File: src/rtl/synapse_multi_if.sv
// Spike, configuration-chain and synaptic-current signals of synapse_multi.
// master = stimulus side, slave = the synapse block.
interface synapse_multi_if #(
   parameter int WORD_LENGTH = 16
);
   logic                   spike_valid;
   logic [7:0]             spike_address;
   logic                   spike_on_off;
   logic                   cfg_shift;
   logic [WORD_LENGTH-1:0] cfg_in;
   logic [WORD_LENGTH-1:0] cfg_out;
   logic [WORD_LENGTH-1:0] E_rev;
   logic [WORD_LENGTH-1:0] vmem;
   logic [WORD_LENGTH-1:0] output_current;
   logic                   out_valid;

   modport master (
      output spike_valid, spike_address, spike_on_off, cfg_shift, cfg_in, E_rev, vmem,
      input  cfg_out, output_current, out_valid
   );

   modport slave (
      input  spike_valid, spike_address, spike_on_off, cfg_shift, cfg_in, E_rev, vmem,
      output cfg_out, output_current, out_valid
   );
endinterface

File: src/rtl/synapse_multi.sv
// Multi-channel conductance synapse: shift-chain config, saturating gsyn per channel and a
// time-multiplexed current engine. Optional gsyn decay is enabled by defining SYN_DECAY_EN.
module synapse_multi #(
   parameter int                     NUM_CH       = 4,
   parameter int                     WORD_LENGTH  = 16,
   parameter logic [WORD_LENGTH-1:0] GSYN_MAX     = 16'hFFFF,
   parameter int                     RSHIFT       = 9,
   parameter int                     DECAY_PERIOD = 64
) (
   input logic            clk,
   input logic            reset,
   synapse_multi_if.slave bus
);
   localparam int KW    = (NUM_CH > 1) ? $clog2(NUM_CH) : 1;
   localparam int DW    = WORD_LENGTH + 1;
   localparam int PW    = 2 * WORD_LENGTH + 2;
   localparam int ACC_W = PW + KW;
   localparam int NCFG  = 2 * NUM_CH;
   localparam logic [KW-1:0] K_LAST = KW'(NUM_CH - 1);

   typedef enum logic {ACCUM = 1'b0, PUBLISH = 1'b1} state_e;

   if (DECAY_PERIOD < 1) begin : g_bad_decay_period
      $error("synapse_multi: DECAY_PERIOD must be at least 1");
   end

   function automatic logic [WORD_LENGTH-1:0] gsyn_inc(input logic [WORD_LENGTH-1:0] g,
                                                      input logic [WORD_LENGTH-1:0] w);
      logic [WORD_LENGTH:0] sum;
      sum = {1'b0, g} + {1'b0, w};
      if (sum > {1'b0, GSYN_MAX}) return GSYN_MAX;
      else return sum[WORD_LENGTH-1:0];
   endfunction

   function automatic logic [WORD_LENGTH-1:0] gsyn_dec(input logic [WORD_LENGTH-1:0] g,
                                                      input logic [WORD_LENGTH-1:0] w);
      if (g > w) return g - w;
      else return {WORD_LENGTH{1'b0}};
   endfunction

   function automatic logic [WORD_LENGTH-1:0] sat_word(input logic signed [ACC_W-1:0] v);
      if ((&v[ACC_W-1:WORD_LENGTH-1]) || !(|v[ACC_W-1:WORD_LENGTH-1])) return v[WORD_LENGTH-1:0];
      else if (v[ACC_W-1]) return {1'b1, {(WORD_LENGTH-1){1'b0}}};
      else return {1'b0, {(WORD_LENGTH-1){1'b1}}};
   endfunction

   logic [WORD_LENGTH-1:0]    chain_q [NCFG];
   logic [WORD_LENGTH-1:0]    chain_d [NCFG];
   logic [WORD_LENGTH-1:0]    cfg_out_q, cfg_out_d;
   logic [WORD_LENGTH-1:0]    gsyn_q [NUM_CH];
   logic [WORD_LENGTH-1:0]    gsyn_d [NUM_CH];
   logic [WORD_LENGTH-1:0]    gsyn_base_s [NUM_CH];
   state_e                    state_q, state_d;
   logic [KW-1:0]             k_q, k_d;
   logic signed [DW-1:0]      diff_q, diff_d;
   logic signed [DW-1:0]      diff_fresh_s, diff_use_s;
   logic signed [PW-1:0]      prod_s;
   logic signed [ACC_W-1:0]   acc_q, acc_d;
   logic signed [ACC_W-1:0]   acc_shift_s;
   logic [WORD_LENGTH-1:0]    cur_q, cur_d;
   logic                      valid_q, valid_d;
   logic [WORD_LENGTH-1:0]    gsyn_sel_s;

`ifdef SYN_DECAY_EN
   localparam int DCW = (DECAY_PERIOD > 1) ? $clog2(DECAY_PERIOD) : 1;
   localparam logic [DCW-1:0] DECAY_LAST = DCW'(DECAY_PERIOD - 1);
   logic [DCW-1:0] decay_cnt_q, decay_cnt_d;
   logic           decay_tick_s;

   assign decay_tick_s = (decay_cnt_q == DECAY_LAST);

   // Free-running decay timer, wraps every DECAY_PERIOD cycles.
   always_comb begin
      if (decay_tick_s) decay_cnt_d = {DCW{1'b0}};
      else decay_cnt_d = decay_cnt_q + DCW'(1);
   end

   // Decay timer register.
   always_ff @(posedge clk) begin
      if (reset) decay_cnt_q <= {DCW{1'b0}};
      else decay_cnt_q <= decay_cnt_d;
   end
`endif

   // Config chain shift; matching below still sees the pre-shift chain_q.
   always_comb begin
      chain_d   = chain_q;
      cfg_out_d = cfg_out_q;
      if (bus.cfg_shift) begin
         chain_d[0] = bus.cfg_in;
         for (int j = 1; j < NCFG; j++) chain_d[j] = chain_q[j-1];
         cfg_out_d = chain_q[NCFG-1];
      end else begin
         cfg_out_d = cfg_out_q;
      end
   end

   // Per-channel conductance update; several channels may share one address.
   always_comb begin
      for (int i = 0; i < NUM_CH; i++) begin
`ifdef SYN_DECAY_EN
         if (decay_tick_s && (gsyn_q[i] != {WORD_LENGTH{1'b0}}))
            gsyn_base_s[i] = gsyn_q[i] - {{(WORD_LENGTH-1){1'b0}}, 1'b1};
         else
            gsyn_base_s[i] = gsyn_q[i];
`else
         gsyn_base_s[i] = gsyn_q[i];
`endif
         if (bus.spike_valid && (bus.spike_address == chain_q[2*i+1][7:0])) begin
            if (bus.spike_on_off) gsyn_d[i] = gsyn_inc(gsyn_base_s[i], chain_q[2*i]);
            else gsyn_d[i] = gsyn_dec(gsyn_base_s[i], chain_q[2*i]);
         end else begin
            gsyn_d[i] = gsyn_base_s[i];
         end
      end
   end

   assign diff_fresh_s = $signed({bus.E_rev[WORD_LENGTH-1], bus.E_rev})
                       - $signed({bus.vmem[WORD_LENGTH-1], bus.vmem});
   assign diff_use_s   = (k_q == {KW{1'b0}}) ? diff_fresh_s : diff_q;
   assign gsyn_sel_s   = gsyn_q[k_q];
   assign prod_s       = $signed({{(PW-DW){diff_use_s[DW-1]}}, diff_use_s})
                       * $signed({{(PW-WORD_LENGTH){1'b0}}, gsyn_sel_s});
   assign acc_shift_s  = acc_q >>> RSHIFT;

   // Current engine: NUM_CH accumulate cycles, then one publish cycle.
   always_comb begin
      state_d = state_q;
      k_d     = k_q;
      diff_d  = diff_q;
      acc_d   = acc_q;
      cur_d   = cur_q;
      valid_d = 1'b0;
      case (state_q)
         ACCUM: begin
            diff_d = diff_use_s;
            acc_d  = acc_q + {{(ACC_W-PW){prod_s[PW-1]}}, prod_s};
            if (k_q == K_LAST) begin
               state_d = PUBLISH;
               k_d     = {KW{1'b0}};
            end else begin
               k_d = k_q + KW'(1);
            end
         end
         PUBLISH: begin
            cur_d   = sat_word(acc_shift_s);
            valid_d = 1'b1;
            acc_d   = {ACC_W{1'b0}};
            state_d = ACCUM;
            k_d     = {KW{1'b0}};
         end
         default: begin
            state_d = ACCUM;
            k_d     = {KW{1'b0}};
            acc_d   = {ACC_W{1'b0}};
         end
      endcase
   end

   // State and datapath registers.
   always_ff @(posedge clk) begin
      if (reset) begin
         chain_q   <= '{default: {WORD_LENGTH{1'b0}}};
         gsyn_q    <= '{default: {WORD_LENGTH{1'b0}}};
         cfg_out_q <= {WORD_LENGTH{1'b0}};
         state_q   <= ACCUM;
         k_q       <= {KW{1'b0}};
         diff_q    <= {DW{1'b0}};
         acc_q     <= {ACC_W{1'b0}};
         cur_q     <= {WORD_LENGTH{1'b0}};
         valid_q   <= 1'b0;
      end else begin
         chain_q   <= chain_d;
         gsyn_q    <= gsyn_d;
         cfg_out_q <= cfg_out_d;
         state_q   <= state_d;
         k_q       <= k_d;
         diff_q    <= diff_d;
         acc_q     <= acc_d;
         cur_q     <= cur_d;
         valid_q   <= valid_d;
      end
   end

   assign bus.cfg_out        = cfg_out_q;
   assign bus.output_current = cur_q;
   assign bus.out_valid      = valid_q;
endmodule

File: src/flat_wrapper.sv
// flat-port wrapper written by rule: the top's interface ports become plain ports
module synapse_multi_flat 
#(
   parameter int                     NUM_CH       = 4,
   parameter int                     WORD_LENGTH  = 16,
   parameter logic [WORD_LENGTH-1:0] GSYN_MAX     = 16'hFFFF,
   parameter int                     RSHIFT       = 9,
   parameter int                     DECAY_PERIOD = 64
)
  (clk, reset, bus_spike_valid, bus_spike_address, bus_spike_on_off, bus_cfg_shift, bus_cfg_in, bus_E_rev, bus_vmem, bus_cfg_out, bus_output_current, bus_out_valid);
  synapse_multi_if #(.WORD_LENGTH(WORD_LENGTH)) bus_i ();
  input logic clk;
  input logic reset;
  input wire logic [$bits(bus_i.spike_valid)-1:0] bus_spike_valid;
  input wire logic [$bits(bus_i.spike_address)-1:0] bus_spike_address;
  input wire logic [$bits(bus_i.spike_on_off)-1:0] bus_spike_on_off;
  input wire logic [$bits(bus_i.cfg_shift)-1:0] bus_cfg_shift;
  input wire logic [$bits(bus_i.cfg_in)-1:0] bus_cfg_in;
  input wire logic [$bits(bus_i.E_rev)-1:0] bus_E_rev;
  input wire logic [$bits(bus_i.vmem)-1:0] bus_vmem;
  output wire logic [$bits(bus_i.cfg_out)-1:0] bus_cfg_out;
  output wire logic [$bits(bus_i.output_current)-1:0] bus_output_current;
  output wire logic [$bits(bus_i.out_valid)-1:0] bus_out_valid;
  assign bus_i.spike_valid = bus_spike_valid;
  assign bus_i.spike_address = bus_spike_address;
  assign bus_i.spike_on_off = bus_spike_on_off;
  assign bus_i.cfg_shift = bus_cfg_shift;
  assign bus_i.cfg_in = bus_cfg_in;
  assign bus_i.E_rev = bus_E_rev;
  assign bus_i.vmem = bus_vmem;
  assign bus_cfg_out = bus_i.cfg_out;
  assign bus_output_current = bus_i.output_current;
  assign bus_out_valid = bus_i.out_valid;
  synapse_multi #(.NUM_CH(NUM_CH), .WORD_LENGTH(WORD_LENGTH), .GSYN_MAX(GSYN_MAX), .RSHIFT(RSHIFT), .DECAY_PERIOD(DECAY_PERIOD)) u_core (.clk(clk), .reset(reset), .bus(bus_i));
endmodule
File: config.mk
export PLATFORM = sky130hd
export DESIGN_NAME = synapse_multi_flat
export DESIGN_NICKNAME = d
export VERILOG_FILES = /design/src/rtl/synapse_multi_if.sv /design/src/rtl/synapse_multi.sv /design/src/flat_wrapper.sv
export SDC_FILE = /design/constraint.sdc
export NUM_CORES = 2
export LEC_CHECK = 0
export ABC_AREA = 1
export CAP_MARGIN = 30
export CORE_MARGIN = 5
export CORE_UTILIZATION = 35
export CTS_CLUSTER_SIZE = 14
export DETAILED_ROUTE_END_ITERATION = 12
export HOLD_SLACK_MARGIN = 0.06
export PLACE_DENSITY = 0.62
export SLEW_MARGIN = 15
export SYNTH_ARGS = -nofsm -noshare
export SYNTH_HDL_FRONTEND = slang
export SYNTH_SLANG_ARGS = --single-unit
File: constraint.sdc
create_clock -name clk -period 8.03 [get_ports clk]
set_input_delay 0.803 -clock clk [delete_from_list [all_inputs] [get_ports clk]]
set_output_delay 0.803 -clock clk [all_outputs]
set_load 0.02 [all_outputs]
==> results.json <==
{
  "track_usage_pct": 21.8,
  "synth.cell_area_um2": 32300,
  "slowest_delay_ns": 0.57,
  "cp-start-kind": "input port",
  "layout_common_cells": "766 x nand2_1, 761 x inv_1, 445 x nor2_1, 391 x a21oi_1, 382 x buf_4",
  "finalHoldViolCount": 0,
  "cts_htree_levels": 2,
  "slew-limit-headroom_pct": 42.7,
  "final_common_cell": "nand2_1",
  "insertion_delay_ns": 0.59,
  "tightest_slew_ns": 0.860,
  "grt_max_degree": 103,
  "multi_input_area_um2": 25000,
  "holdBufCountCts": 0,
  "cts-buffers-inserted": 38,
  "critPathSlowestCell": "fa_1",
  "period_minus_slack_ns": 8.04,
  "grt_pass1_vias": 31900,
  "grt_pass1_wl_um": 174000,
  "antenna_found_initial": 2,
  "required_ns": 8.52,
  "cts_tree": "done",
  "core_area_um2": 91500,
  "critPathLaunch": "bus_E_rev[3]",
  "rsz0062_at_grt": "yes",
  "yosys_warnings": 0,
  "place_hpwl_um": 86700,
  "final_cells": 6299,
  "start_util_pct": 35.3,
  "drc": 0,
  "io_pins": 94,
  "reg2reg_slack_ns": 0.33,
  "synth_seq_cells": 281,
  "crit_path_end_kind": "flip-flop",
  "fin_util_pct": 44.7,
  "dieArea_um2": 98400,
  "rows": 111,
  "min_path_type": "flip-flop to flip-flop",
  "outcome": "finished, violations left",
  "fin_crit_sh_pct": 100,
  "cts.sinks": 281,
  "maxCapViolCount": 0,
  "finalSetupViolCount": 1,
  "fillCellCount": 9266,
  "worst-endpoint-arrival_ns": 8.53,
  "first_pass_iters": 5,
  "clock_path_buffers": 3,
  "synth_area_per_cell_um2": 6.90,
  "worstPathMaxFanout": 4,
  "gp_congestion": 0.949,
  "drive_above_1_share_pct": 19.7,
  "grt.overflow.total": 0,
  "placed_cells": 6165,
  "violations": "setup timing",
  "hold_ws_ns": 0.445,
  "ys_seq_area_share_pct": 17.4,
  "fp.dieH_um": 314,
  "layout_setup_ws_ns": -0.00520,
  "seqCellArea_um2": 5630,
  "syn_to_final_growth_pct": 26.9,
  "drtIter0Drc": 2401,
  "ant_nets": 0,
  "layout.nets": 5699,
  "syn-num-nets": 5288,
  "clk_pin_slew_worst_paths_ns": 0.06,
  "synthCells": 4675,
  "fmax_mhz": 124,
  "die_w_um": 314,
  "path_class": "input port to flip-flop",
  "wl_per_cell_um": 17.5,
  "ys_types": 57,
  "wirelength_um": 111000,
  "skew_ns": 0.0342,
  "dr_total_vias": 32400,
  "crit_end": "u_core.acc_q[30]$_SDFF_PP0_",
  "post_drt_via_cell_ratio": 5.14,
  "reg2reg_depth": 39,
  "drv_slew": 0,
  "setup_tns_ns": -0.00520,
  "r2r_start": "u_core.k_q[0]$_SDFF_PP0_",
  "io_buffers": 93,
  "cts-root-buf": "clkbuf_16",
  "r2r-end": "u_core.acc_q[30]$_SDFF_PP0_"
}
-- worst min path at each step --
stage	start	endpoint	slack, ns	cells after the start
after detailed placement	u_core.bus.output_current[9]$_SDFFE_PP0P_	u_core.bus.output_current[9]$_SDFFE_PP0P_	0.44	1
after CTS	u_core.bus.output_current[9]$_SDFFE_PP0P_	u_core.bus.output_current[9]$_SDFFE_PP0P_	0.45	1
after global placement	u_core.diff_q[15]$_SDFFE_PP0N_	u_core.diff_q[15]$_SDFFE_PP0N_	0.43	2
final	u_core.bus.output_current[9]$_SDFFE_PP0P_	u_core.bus.output_current[9]$_SDFFE_PP0P_	0.45	1
after floorplan	u_core.diff_q[11]$_SDFFE_PP0N_	u_core.diff_q[11]$_SDFFE_PP0N_	0.42	2
after global routing	u_core.bus.output_current[10]$_SDFFE_PP0P_	u_core.bus.output_current[10]$_SDFFE_PP0P_	0.47	1
-- kinds of logic (layout without fill, tap and decap cells) --
group,count (synthesis),after routing,synth area share (%)
flip-flops,281,281,17.4
other,0,1,0
XOR/XNOR,79,79,2.14
adder cells (fa/ha/maj),552,552,28.0
AO/OA/AOI/OAI,949,949,16.1
buffers and inverters,980,1417,11.9
AND/OR/NAND/NOR,1834,1834,24.5
-- stage by stage --
stage,cell area (um2),setup slack [ns]
after floorplan,32300,-0.00547
after global placement,36800,-1.21
after detailed placement,36900,-1.28
after CTS,39400,0.00549
after global routing,40900,-0.384
final,40900,-0.00520
-- per-layer routing --
layer	wire length [um]	vias up	track usage [%]
li1	-	15800	-
met1	49300	15400	29.9
met2	49900	1026	35.3
met3	8170	193	4.18
met4	3110	2	5.79
met5	13	-	0
-- worst max-delay path, delay by kind of cell --
kind | cells | cell delay [ns]
adders and majority gates | 9 | 3.91
and+or+nand+nor | 17 | 1.45
buffers and inverters | 10 | 1.03
AOI/OAI and AO/OA | 6 | 0.97
xor gates and xnor gates | 2 | 0.34
-- Yosys cell counts, drive strengths merged --
cell type	count	area share (%)
a31o	2	0.054
o22ai	12	0.25
o211ai	14	0.34
buf	74	1.4
nor3	39	0.64
a211oi	5	0.12
nor2	508	6.0
or2	23	0.45
inv	820	9.5
o21bai	25	0.58
and3	4	0.078
and2	2	0.039
nand3b	5	0.12
a21boi	4	0.093
nor4	9	0.17
clkinv	10	0.12
o211a	2	0.062
nand2	865	10
a21oi	456	7.3
o31ai	2	0.062
a32oi	7	0.19
a31oi	18	0.35
nand3	329	5.7
nand2b	2	0.054
dfxtp	281	17
xor2	55	1.5
clkbuf	76	0.89
xnor2	24	0.65
nand4	48	0.93
o21ai	359	5.7
fa	282	17
ha	270	10
o21a	12	0.28
a21o	31	0.72
-- sequential cells by signal (all words and copies together) (netlist names) --
signal / flops
u_core.k_q: 2
u_core.bus.out_valid: 1
u_core.chain_q: 128
u_core.bus.cfg_out: 16
u_core.acc_q: 36
u_core.bus.output_current: 16
u_core.state_q: 1
u_core.diff_q: 17
u_core.gsyn_base_s: 64
-- area by class of cell --
type                       instances  share of cell area [%]
clock buffer                      43                    2.47
timing repair buffer             521                    10.9
antenna                            1                 0.00611
tap                             1186                    3.62
inverter                         830                    7.66
multi-input combinational       3414                    61.0
clock inverter                    23                   0.593
sequential                       281                    13.7
-- repair_timing --
| action | 4_1_cts | 5_1_grt |
|---|---|---|
| gates cloned | 1 | 0 |
| gates resized for setup | 251 | 318 |
| pin swaps | 132 | 159 |
| setup endpoints to repair | 24 | 25 |
| setup buffers | 33 | 34 |
Power is not shown: default switching activity piles up to over one toggle a cycle in this logic, so the estimate is an artifact.
